--- config.mk ---
export PLATFORM = sky130hd
export DESIGN_NAME = slave_port_flat
export DESIGN_NICKNAME = d
export VERILOG_FILES = /design/src/rtl/slave_port_pkg.sv /design/src/rtl/slave_port_if.sv /design/src/rtl/slave_port_bus_shift_reg.sv /design/src/rtl/slave_port.sv /design/src/flat_wrapper.sv
export SDC_FILE = /design/constraint.sdc
export NUM_CORES = 1
export LEC_CHECK = 0
export BUFFER_PORTS_ARGS = -buffer_cell sky130_fd_sc_hd__buf_2
export CAP_MARGIN = 20
export CORE_UTILIZATION = 57
export CTS_BUF_LIST = sky130_fd_sc_hd__clkbuf_4 sky130_fd_sc_hd__clkbuf_8
export DETAILED_ROUTE_END_ITERATION = 10
export PLACE_DENSITY = 0.87
export REMOVE_ABC_BUFFERS = 1
export SLEW_MARGIN = 10
export SYNTH_ARGS = -nofsm -noshare
export SYNTH_HDL_FRONTEND = slang
export SYNTH_SLANG_ARGS = --single-unit
--- constraint.sdc ---
create_clock -name clk -period 2.7 [get_ports clk]
set_clock_uncertainty 0.2 [all_clocks]
set_input_delay 0.675 -clock clk [delete_from_list [all_inputs] [get_ports clk]]
set_output_delay 0.675 -clock clk [all_outputs]
set_load 0.005 [all_outputs]
--- src/rtl/slave_port_pkg.sv ---
// rtl/slave_port_pkg.sv - shared types and bus constants for the serial bus slave port
package slave_port_pkg;

  localparam int BUS_ADDR_BITS = 16;
  localparam int BUS_DATA_BITS = 8;
  localparam int CNT_W         = 4;

  typedef enum logic [2:0] {
    IDLE,
    ADDR,
    WDATA,
    MEM_WR,
    MEM_RD,
    RDATA
  } state_e;

endpackage

--- src/rtl/slave_port_if.sv ---
// rtl/slave_port_if.sv - serial system bus signals between master/decoder and a slave port
interface slave_port_if;
  logic sel;
  logic mode;
  logic wr_bus;
  logic master_valid;
  logic slave_ready;
  logic rd_bus;
  logic slave_valid;
  logic master_ready;
  logic split;

  modport master (
    output sel, mode, wr_bus, master_valid, master_ready,
    input  slave_ready, rd_bus, slave_valid, split
  );

  modport slave (
    input  sel, mode, wr_bus, master_valid, master_ready,
    output slave_ready, rd_bus, slave_valid, split
  );
endinterface

--- src/rtl/slave_port_bus_shift_reg.sv ---
// rtl/slave_port_bus_shift_reg.sv - enable-gated shift register, serial-in/parallel-out and parallel-load/serial-out
module bus_shift_reg #(
  parameter int W = 8
) (
  input  logic         clk,
  input  logic         rstn,
  input  logic         shift_en_i,
  input  logic         load_en_i,
  input  logic         serial_i,
  input  logic [W-1:0] load_data_i,
  output logic [W-1:0] q_o
);

  logic [W-1:0] data_q;

  // Parallel load wins over shift so a read capture never races a stray shift.
  always_ff @(posedge clk or negedge rstn) begin
    if (!rstn)           data_q <= '0;
    else if (load_en_i)  data_q <= load_data_i;
    else if (shift_en_i) data_q <= {data_q[W-2:0], serial_i};
  end

  assign q_o = data_q;

endmodule

--- src/rtl/slave_port.sv ---
// rtl/slave_port.sv - serial bus responder: address/data deserialiser, memory strobes, read serialiser
// Optional read split request enabled by defining SLAVE_PORT_SPLIT_EN.
module slave_port
  import slave_port_pkg::*;
#(
  parameter int ADDR_W     = 12,
  parameter int RD_LATENCY = 2
) (
  input  logic                     clk,
  input  logic                     rstn,
  slave_port_if.slave              bus,
  output logic [ADDR_W-1:0]        s_addr,
  output logic [BUS_DATA_BITS-1:0] s_wr_data,
  output logic                     s_wr_en,
  output logic                     s_rd_en,
  input  logic [BUS_DATA_BITS-1:0] s_rd_data
);

  localparam logic [CNT_W-1:0] ADDR_LAST = CNT_W'(BUS_ADDR_BITS - 1);
  localparam logic [CNT_W-1:0] DATA_LAST = CNT_W'(BUS_DATA_BITS - 1);
  localparam logic [CNT_W-1:0] LAT_LAST  = CNT_W'(RD_LATENCY);

  state_e             state_q, state_d;
  logic [CNT_W-1:0]   cnt_q, cnt_d;
  logic [ADDR_W-1:0]  s_addr_q;
  logic [ADDR_W-2:0]  addr_shift;
  logic [BUS_DATA_BITS-1:0] rd_shift;
  logic               addr_shift_en, addr_load, wr_shift_en, rd_load, rd_shift_en;
  logic               in_xfer, out_xfer;
  logic               rd_unused;

  assign bus.slave_ready = rstn & bus.sel &
                           (state_q == IDLE || state_q == ADDR || state_q == WDATA);
  assign bus.slave_valid = (state_q == RDATA);
  assign bus.rd_bus      = rd_shift[BUS_DATA_BITS-1];
  assign in_xfer         = bus.sel & bus.master_valid & bus.slave_ready;
  assign out_xfer        = bus.slave_valid & bus.master_ready;
  assign s_wr_en         = (state_q == MEM_WR);
  assign s_rd_en         = (state_q == MEM_RD) && (cnt_q == '0);
  assign s_addr          = s_addr_q;
  assign rd_unused       = ^rd_shift[BUS_DATA_BITS-2:0];

`ifdef SLAVE_PORT_SPLIT_EN
  assign bus.split = (RD_LATENCY > 1) && (state_q == MEM_RD);
`else
  assign bus.split = 1'b0;
`endif

  always_ff @(posedge clk or negedge rstn) begin
    if (!rstn) begin
      state_q  <= IDLE;
      cnt_q    <= '0;
      s_addr_q <= '0;
    end else begin
      state_q <= state_d;
      cnt_q   <= cnt_d;
      if (addr_load) s_addr_q <= {addr_shift, bus.wr_bus};
    end
  end

  // cnt_q doubles as the address/data bit counter and the read wait counter.
  always_comb begin
    state_d       = state_q;
    cnt_d         = cnt_q;
    addr_shift_en = 1'b0;
    addr_load     = 1'b0;
    wr_shift_en   = 1'b0;
    rd_load       = 1'b0;
    rd_shift_en   = 1'b0;
    case (state_q)
      IDLE: if (in_xfer) begin
        addr_shift_en = 1'b1;
        cnt_d         = CNT_W'(1);
        state_d       = ADDR;
      end
      ADDR: if (!bus.sel) begin
        cnt_d   = '0;
        state_d = IDLE;
      end else if (in_xfer) begin
        addr_shift_en = 1'b1;
        if (cnt_q == ADDR_LAST) begin
          addr_load = 1'b1;
          cnt_d     = '0;
          state_d   = bus.mode ? WDATA : MEM_RD;
        end else begin
          cnt_d = cnt_q + 1'b1;
        end
      end
      WDATA: if (!bus.sel) begin
        cnt_d   = '0;
        state_d = IDLE;
      end else if (in_xfer) begin
        wr_shift_en = 1'b1;
        if (cnt_q == DATA_LAST) begin
          cnt_d   = '0;
          state_d = MEM_WR;
        end else begin
          cnt_d = cnt_q + 1'b1;
        end
      end
      MEM_WR: state_d = IDLE;
      MEM_RD: if (cnt_q == LAT_LAST) begin
        rd_load = 1'b1;
        cnt_d   = '0;
        state_d = RDATA;
      end else begin
        cnt_d = cnt_q + 1'b1;
      end
      RDATA: if (out_xfer) begin
        rd_shift_en = 1'b1;
        if (cnt_q == DATA_LAST) begin
          cnt_d   = '0;
          state_d = IDLE;
        end else begin
          cnt_d = cnt_q + 1'b1;
        end
      end
      default: begin
        cnt_d   = '0;
        state_d = IDLE;
      end
    endcase
  end

  bus_shift_reg #(.W(ADDR_W - 1)) u_addr_sr (
    .clk(clk), .rstn(rstn), .shift_en_i(addr_shift_en), .load_en_i(1'b0),
    .serial_i(bus.wr_bus), .load_data_i('0), .q_o(addr_shift)
  );

  bus_shift_reg #(.W(BUS_DATA_BITS)) u_wr_sr (
    .clk(clk), .rstn(rstn), .shift_en_i(wr_shift_en), .load_en_i(1'b0),
    .serial_i(bus.wr_bus), .load_data_i('0), .q_o(s_wr_data)
  );

  bus_shift_reg #(.W(BUS_DATA_BITS)) u_rd_sr (
    .clk(clk), .rstn(rstn), .shift_en_i(rd_shift_en), .load_en_i(rd_load),
    .serial_i(1'b0), .load_data_i(s_rd_data), .q_o(rd_shift)
  );

endmodule

--- src/flat_wrapper.sv ---
// flat-port wrapper written by rule: the top's interface ports become plain ports
module slave_port_flat import slave_port_pkg::*;
#(
  parameter int ADDR_W     = 12,
  parameter int RD_LATENCY = 2
)
  (clk, rstn, s_addr, s_wr_data, s_wr_en, s_rd_en, s_rd_data, bus_sel, bus_mode, bus_wr_bus, bus_master_valid, bus_master_ready, bus_slave_ready, bus_rd_bus, bus_slave_valid, bus_split);
  slave_port_if bus_i ();
  input  logic clk;
  input  logic rstn;
  output logic [ADDR_W-1:0] s_addr;
  output logic [BUS_DATA_BITS-1:0] s_wr_data;
  output logic s_wr_en;
  output logic s_rd_en;
  input  logic [BUS_DATA_BITS-1:0] s_rd_data;
  input wire logic [$bits(bus_i.sel)-1:0] bus_sel;
  input wire logic [$bits(bus_i.mode)-1:0] bus_mode;
  input wire logic [$bits(bus_i.wr_bus)-1:0] bus_wr_bus;
  input wire logic [$bits(bus_i.master_valid)-1:0] bus_master_valid;
  input wire logic [$bits(bus_i.master_ready)-1:0] bus_master_ready;
  output wire logic [$bits(bus_i.slave_ready)-1:0] bus_slave_ready;
  output wire logic [$bits(bus_i.rd_bus)-1:0] bus_rd_bus;
  output wire logic [$bits(bus_i.slave_valid)-1:0] bus_slave_valid;
  output wire logic [$bits(bus_i.split)-1:0] bus_split;
  assign bus_i.sel = bus_sel;
  assign bus_i.mode = bus_mode;
  assign bus_i.wr_bus = bus_wr_bus;
  assign bus_i.master_valid = bus_master_valid;
  assign bus_i.master_ready = bus_master_ready;
  assign bus_slave_ready = bus_i.slave_ready;
  assign bus_rd_bus = bus_i.rd_bus;
  assign bus_slave_valid = bus_i.slave_valid;
  assign bus_split = bus_i.split;
  slave_port #(.ADDR_W(ADDR_W), .RD_LATENCY(RD_LATENCY)) u_core (.clk(clk), .rstn(rstn), .bus(bus_i), .s_addr(s_addr), .s_wr_data(s_wr_data), .s_wr_en(s_wr_en), .s_rd_en(s_rd_en), .s_rd_data(s_rd_data));
endmodule
==> results of run 1 <==
registers in the layout, summed over array words and instances, names as in the netlist:
name	flops
u_core.s_addr	12
u_core.u_addr_sr.q_o	11
u_core.u_rd_sr.q_o	8
u_core.u_wr_sr.q_o	8
u_core.cnt_q	4
u_core.state_q	3
placed cells by master (no fill, tap or decap), types with 2 or more instances in the layout:
master     synthesis  layout
and3_1             2       2
mux2_1             4       4
buf_4              1       7
nand3_1            5       5
inv_1              4       4
nor4b_1            2       2
clkbuf_8           0       5
nor2_1            12      12
mux2i_1            8       8
nand4_1            2       2
nand4bb_1          2       2
dfrtp_1           46      46
nor2b_1            2       2
nor3_1             4       4
buf_2              3      39
nand2_1            7       7
a21oi_1           11      11
mux2_2            28      28
ha_1               3       3
o21ai_0            5       5
nand3b_1           2       2
stage by stage:
step,instance area (um2),setup WS (ns)
floorplan,2100,0.386
global placement,2410,0.340
detailed placement,2410,0.262
CTS,2520,0.151
global route,2520,0.0152
finish,2520,0.164
power by group:
| group | internal (mW) | switching (mW) | leakage, nW | total [mW] |
|---|---|---|---|---|
| clock | 0.286 | 0.224 | 0.0548 | 0.510 |
| sequential | 0.832 | 0.126 | 0.610 | 0.958 |
| combinational | 0.314 | 0.365 | 0.683 | 0.679 |
critical path: stages (launching register included):
cell and delay [ns]:
dfrtp_1 0.49, or3b_1 0.43, nor4b_1 0.29, buf_2 0.16
cell type report:
cell class / instances / area, um2 / share of cell area (%)
repair buffers: 46 / 248 / 9.82
clock buffers: 6 / 76.3 / 3.03
flip-flops and latches: 46 / 1150 / 45.6
inverters: 4 / 15.0 / 0.595
clock inverters: 2 / 37.5 / 1.49
multi-input cells: 118 / 937 / 37.2
well taps: 46 / 57.6 / 2.28
metal layers:
layer	track usage (%)	vias to the layer above
met4	7.67	0
met5	0	-
met1	29.0	733
li1	-	728
met2	37.9	67
met3	8.15	14
worst min-delay path by stage:
stage / startpoint / to / slack (ns) / cells after the start
3_5_place_dp: u_core.u_wr_sr.q_o[7]$_DFFE_PN0P_ / u_core.u_wr_sr.q_o[7]$_DFFE_PN0P_ / 0.28 / 1
4_1_cts: rstn / u_core.s_addr[8]$_DFFE_PN0P_ / 0.16 / 2
2_1_floorplan: rstn / u_core.cnt_q[0]$_DFFE_PN0P_ / 0.18 / 0
3_3_place_gp: u_core.u_wr_sr.q_o[7]$_DFFE_PN0P_ / u_core.u_wr_sr.q_o[7]$_DFFE_PN0P_ / 0.27 / 1
5_1_grt: rstn / u_core.cnt_q[0]$_DFFE_PN0P_ / 0.18 / 2
6_report: rstn / u_core.cnt_q[0]$_DFFE_PN0P_ / 0.17 / 2
logic make-up after synthesis:
| logic type | Yosys count |
|---|---|
| and+or+nand+nor | 49 |
| muxes | 40 |
| other | 1 |
| adders and majority gates | 3 |
| DFF | 46 |
| AOI/OAI and AO/OA | 25 |
| buffers and inverters | 12 |
synthesized netlist by cell type, types with 2 or more instances:
cell,count
dfrtp_1,46
mux2_2,28
nor2_1,12
a21oi_1,11
mux2i_1,8
nand2_1,7
nand3_1,5
o21ai_0,5
inv_1,4
mux2_1,4
nor3_1,4
buf_2,3
clkbuf_1,3
ha_1,3
and3_1,2
nand3b_1,2
nand4_1,2
nand4bb_1,2
nor2b_1,2
nor4b_1,2
==> results.tsv, run 1 <==
stage	metric	value	unit
floorplan	die_w	63.4	um
finish	fill_cells	256	
sta	fin_tns_setup	0	ns
detailed_routing	wl_per_cell	15.2	um
worst_setup_path	crit_end	s_rd_en	
finish	diodes	0	
sta	slew-limit-headroom	61.2	%
sta	final-setup-viol-count	0	
detailed_routing	dr.pass1.iters	4	
worst_setup_path	crit_type	reg -> out	
yosys	synth_fa_ha_area_share	1.75	%
clocking	cts_hold_buf	0	
floorplan	initial_utilization	61.9	%
worst_setup_path	r2r_cells	6	
yosys	seq_area_frac_synth	53.6	%
yosys	synth_area	2150	um2
yosys	synth_edf_count	0	
worst_setup_path	r2r_slack	0.42	ns
finish	syn_to_final_growth	17.4	%
yosys	synth_cells	176	
clocking	cts_resized	0	
sta	period_needed	2.54	ns
detailed_routing	maxUsedRoutingLayer	met4	
sta	whs	0.172	ns
grt	grt_max_degree	32	
floorplan	core	3470	um2
detailed_routing	drc	0	
worst_setup_path	cp.arrival	1.66	ns
yosys	synthMuxAreaShare	20.5	%
yosys	synth_top_area_share	53.6	%
clocking	clockRootBuffer	clkbuf_8	
grt	overflow	0	
sta	rsz0062_at_grt	false	
detailed_routing	drtIter0Drc	65	
clocking	cts_buffer_depth	2	
hold_path	hp-class	in -> async	
worst_setup_path	rr_endpoint	u_core.state_q[0]$_DFFE_PN0P_	
grt	grt_antenna_before_repair	0	
finish	fin_nets	239	
power_and_ir_drop	powerDensity	851	nW/um2
sta	hold_violations	0	
floorplan	die_area	4020	um2
yosys	yosysTopAreaCell	dfrtp_1	
sta	period_share	93.9	%
detailed_routing	met2_length	1990	um
grt	track_usage	23.4	%
yosys	synth.area.top_cells	dfrtp_1 (54%), mux2_2 (15%), mux2i_1 (3.7%)	
detailed_routing	vias	1542	
power_and_ir_drop	finalPower	2.15	mW
sta	tightest_slew	0.580	ns
detailed_routing	wl_met1	1740	um
clocking	cts_tree	yes	
placed_design	gp_congestion	0.894	
detailed_routing	drt-total-wl	4070	um
floorplan	rows	21	
clocking	cts_setup_buffers	0	
grt	grt_pass1_wl	7110	um
clocking	cts.clk_slew.worst_paths	0.08	ns
placed_design	dp.cells	260	
finish	final_util	72.7	%
yosys	async_flop_share	100	%
yosys	synthXorXnorAreaFrac	0	%
sta	fmax	0.394	GHz
yosys	synthSimpleGateAreaFrac	13.6	%
worst_setup_path	timing.rr.start	u_core.state_q[2]$_DFFE_PN0P_	
yosys	synth_top_flop_cell	dfrtp_1	
detailed_routing	vias_per_cell	5.75	
yosys	synth-compound-area-share	7.63	%
worst_setup_path	end_kind	output port	
worst_setup_path	cp-start-kind	register	
grt	grt_pass1_vias	1500	
power_and_ir_drop	ir_drop	0.589	mV
clocking	cts_num_sinks	46	
job	cap_viol_max_count	0	
yosys	synth_cell_types	41	
yosys	synth_top_family_by_area	multiplexers	
worst_setup_path	worstPathRequired	1.82	ns
finish	drive_gt1_share	39.2	%
power_and_ir_drop	p_leak	1.35	nW
finish	fin_cells	268	
floorplan	ios	41	
sta	final_max_slew_viol_count	0	
yosys	synth_seq_cells	46	
floorplan	fp.dieH	63.4	um
detailed_routing	ant_nets	0	
worst_setup_path	crit_start	u_core.state_q[1]$_DFFE_PN0P_	
yosys	syn_area_per_cell	12.2	um2
outcome	outcome	finished clean	
placed_design	io_buffers	39	
clocking	cts_buffers	5	
clocking	cts_htree_levels	2	
placed_design	hpwl	3060	um
worst_setup_path	crit_path_max_fanout	9	
clocking	clk_latency	0.29	ns
yosys	yosys_warnings	0	
detailed_routing	routed-wl-met3	292	um
Note: power is estimated with default switching activity, not from simulation.
==> run 2: changes to the inputs <==
Settings changed: BUFFER_PORTS_ARGS -buffer_cell sky130_fd_sc_hd__buf_2 to default, CORE_UTILIZATION 57 to 65, DONT_BUFFER_PORTS from default to 1, PLACE_DENSITY 0.87 to 0.86.
==> results.tsv, run 2 (synthesized netlist as in run 1, its figures left out) <==
stage	metric	value	unit	change
outcome	outcome	finished clean		unchanged
placed_design	pre_cts_ws	0.432	ns	was 0.262 ns
power_and_ir_drop	p_int	1.25	mW	was 1.43 mW
placed_design	hpwl	2600	um	was 3060 um
grt	grt_use_met2	36.9	%	was 37.9%
finish	fin_nets	198		was 239
grt	grt_max_degree	47		was 32
sta	worst_slack	0.0573	ns	was 0.164 ns
grt	overflow	0		unchanged
worst_setup_path	cp.arrival	1.77	ns	was 1.66 ns
grt	track_usage	22.5	%	was 23.4%
power_and_ir_drop	combPwrFrac	30.9	%	was 31.6%
finish	diodes	0		unchanged
clocking	cts_setup_buffers	0		unchanged
grt	grt_use_met1	28.6	%	was 29.0%
worst_setup_path	end_kind	output port		unchanged
sta	fmax	0.378	GHz	was 0.394 GHz
worst_setup_path	r2r_cells	5		was 6
clocking	cts_htree_levels	2		unchanged
hold_path	hp-class	in -> reg		was in -> async
finish	final_util	73.3	%	was 72.7%
power_and_ir_drop	switching_power	659	uW	was 714 uW
sta	tightest_slew	0.591	ns	was 0.580 ns
sta	rsz0062_at_grt	false		unchanged
floorplan	ios	41		unchanged
detailed_routing	ant_nets	0		unchanged
floorplan	fp.dieH	59.5	um	was 63.4 um
detailed_routing	drt-total-wl	3700	um	was 4070 um
sta	final-setup-viol-count	0		unchanged
floorplan	die_w	59.5	um	was 63.4 um
sta	hold_violations	0		unchanged
clocking	cts_tree	yes		unchanged
worst_setup_path	worstPathRequired	1.82	ns	about the same
finish	syn_to_final_growth	5.94	%	was 17.4%
detailed_routing	vias	1358		was 1542
floorplan	die_area	3540	um2	was 4020 um2
placed_design	gp_congestion	0.916		was 0.894
finish	final_cell_mix	dfrtp_1 (45), mux2_2 (28), nor2_1 (12)		was dfrtp_1 (46), buf_2 (39), mux2_2 (28)
detailed_routing	vias_per_cell	6.04		was 5.75
floorplan	core	3100	um2	was 3470 um2
detailed_routing	wl_per_cell	16.5	um	was 15.2 um
worst_setup_path	crit_path_max_fanout	14		was 9
clocking	cts_buffer_depth	2		unchanged
sta	fin_tns_setup	0	ns	unchanged
worst_setup_path	cp-start-kind	register		unchanged
sta	final_max_slew_viol_count	0		unchanged
sta	period_share	97.9	%	was 93.9%
clocking	cts_num_sinks	46		unchanged
floorplan	rows	20		was 21
power_and_ir_drop	pwr-share-seq	51.4	%	was 44.6%
finish	largest_reg_flops	12		unchanged
hold_path	min_path_cells	1		
detailed_routing	drc	0		unchanged
finish	final_common_cell	dfrtp_1		unchanged
detailed_routing	dr.pass1.iters	4		unchanged
grt	busiest_layer	met2		unchanged
power_and_ir_drop	switching_share	34.5	%	was 33.3%
finish	drive_gt1_share	25.4	%	was 39.2%
sta	period_needed	2.64	ns	was 2.54 ns
job	cap_viol_max_count	0		unchanged
floorplan	initial_utilization	69.2	%	was 61.9%
grt	grt_pass1_vias	1249		was 1500
clocking	clk_latency	0.35	ns	was 0.29 ns
grt	grt_antenna_before_repair	0		unchanged
clocking	clockRootBuffer	clkbuf_4		was clkbuf_8
placed_design	io_buffers	0		was 39
power_and_ir_drop	powerDensity	841	nW/um2	was 851 nW/um2
sta	whs	0.257	ns	was 0.172 ns
clocking	cts_buffers	5		unchanged
finish	fill_cells	232		was 256
power_and_ir_drop	ir_drop	0.473	mV	was 0.589 mV
power_and_ir_drop	power.clock.fraction	17.7	%	was 23.7%
grt	grt_pass1_wl	5750	um	was 7110 um
power_and_ir_drop	p_leak	1.13	nW	was 1.35 nW
detailed_routing	drtIter0Drc	110		was 65
worst_setup_path	crit_type	reg -> out		unchanged
clocking	cts.clk_slew.worst_paths	0.13	ns	was 0.08 ns
grt	grt_use_met3	6.33	%	was 8.15%
sta	slew-limit-headroom	60.5	%	was 61.2%
[run 2: worst max-delay path, cell delays in order, from the launching register on]
cell and delay [ns]:
dfrtp_1 0.56, or3b_1 0.46, nor4b_1 0.39
[run 2: stage by stage]
step / power [mW] / area [um2] / instances
finish: 1.91 / 2280 / 225
global route: 2.04 / 2280 / 225
CTS: 1.92 / 2270 / 225
detailed placement: 1.56 / 2180 / 215
global placement: 1.53 / 2180 / 215
floorplan: 1.42 / 2100 / 168
[run 2: timing repair]
action	in CTS	in global routing
gates resized for setup	0	1
hold buffers	2	0
setup endpoints to repair	0	1
hold endpoints to repair	46	0
[run 2: layout make-up]
type	count	area (um2)	share of cell area (%)
tap	44	55.1	2.42
clock inverter	1	5.00	0.220
sequential	46	1150	50.6
timing repair buffer	5	52.6	2.31
multi-input combinational	118	937	41.2
inverter	4	15.0	0.660
clock buffer	7	58.8	2.58
[run 2: power groups by stage]
stage	registers, mW	clock network, mW	logic, mW
floorplan	0.950	0	0.473
global placement	0.980	0	0.548
detailed placement	0.996	0	0.568
CTS	0.981	0.344	0.594
global route	1.01	0.369	0.660
finish	0.984	0.338	0.591
[run 2: routing by layer]
layer | vias up | share of wire (%)
met5 | - | 0
met4 | 0 | 1.4
met3 | 6 | 5.4
met2 | 37 | 51
met1 | 677 | 42
li1 | 638 | -
[run 2: path summary, 6_finish.rpt]
kind,from,end,slack [ns]
setup / recovery,u_core.state_q[0]$_DFFE_PN0P_,s_rd_en,0.06
max in group asynchronous,rstn,u_core.u_wr_sr.q_o[6]$_DFFE_PN0P_,1.49
setup reg to reg,u_core.state_q[1]$_DFFE_PN0P_,u_core.state_q[0]$_DFFE_PN0P_,0.45
hold reg to reg,u_core.u_addr_sr.q_o[10]$_DFFE_PN0P_,u_core.s_addr[11]$_DFFE_PN0P_,0.33
hold / removal,bus_mode,u_core.state_q[2]$_DFFE_PN0P_,0.26
min in group asynchronous,rstn,u_core.cnt_q[2]$_DFFE_PN0P_,0.58
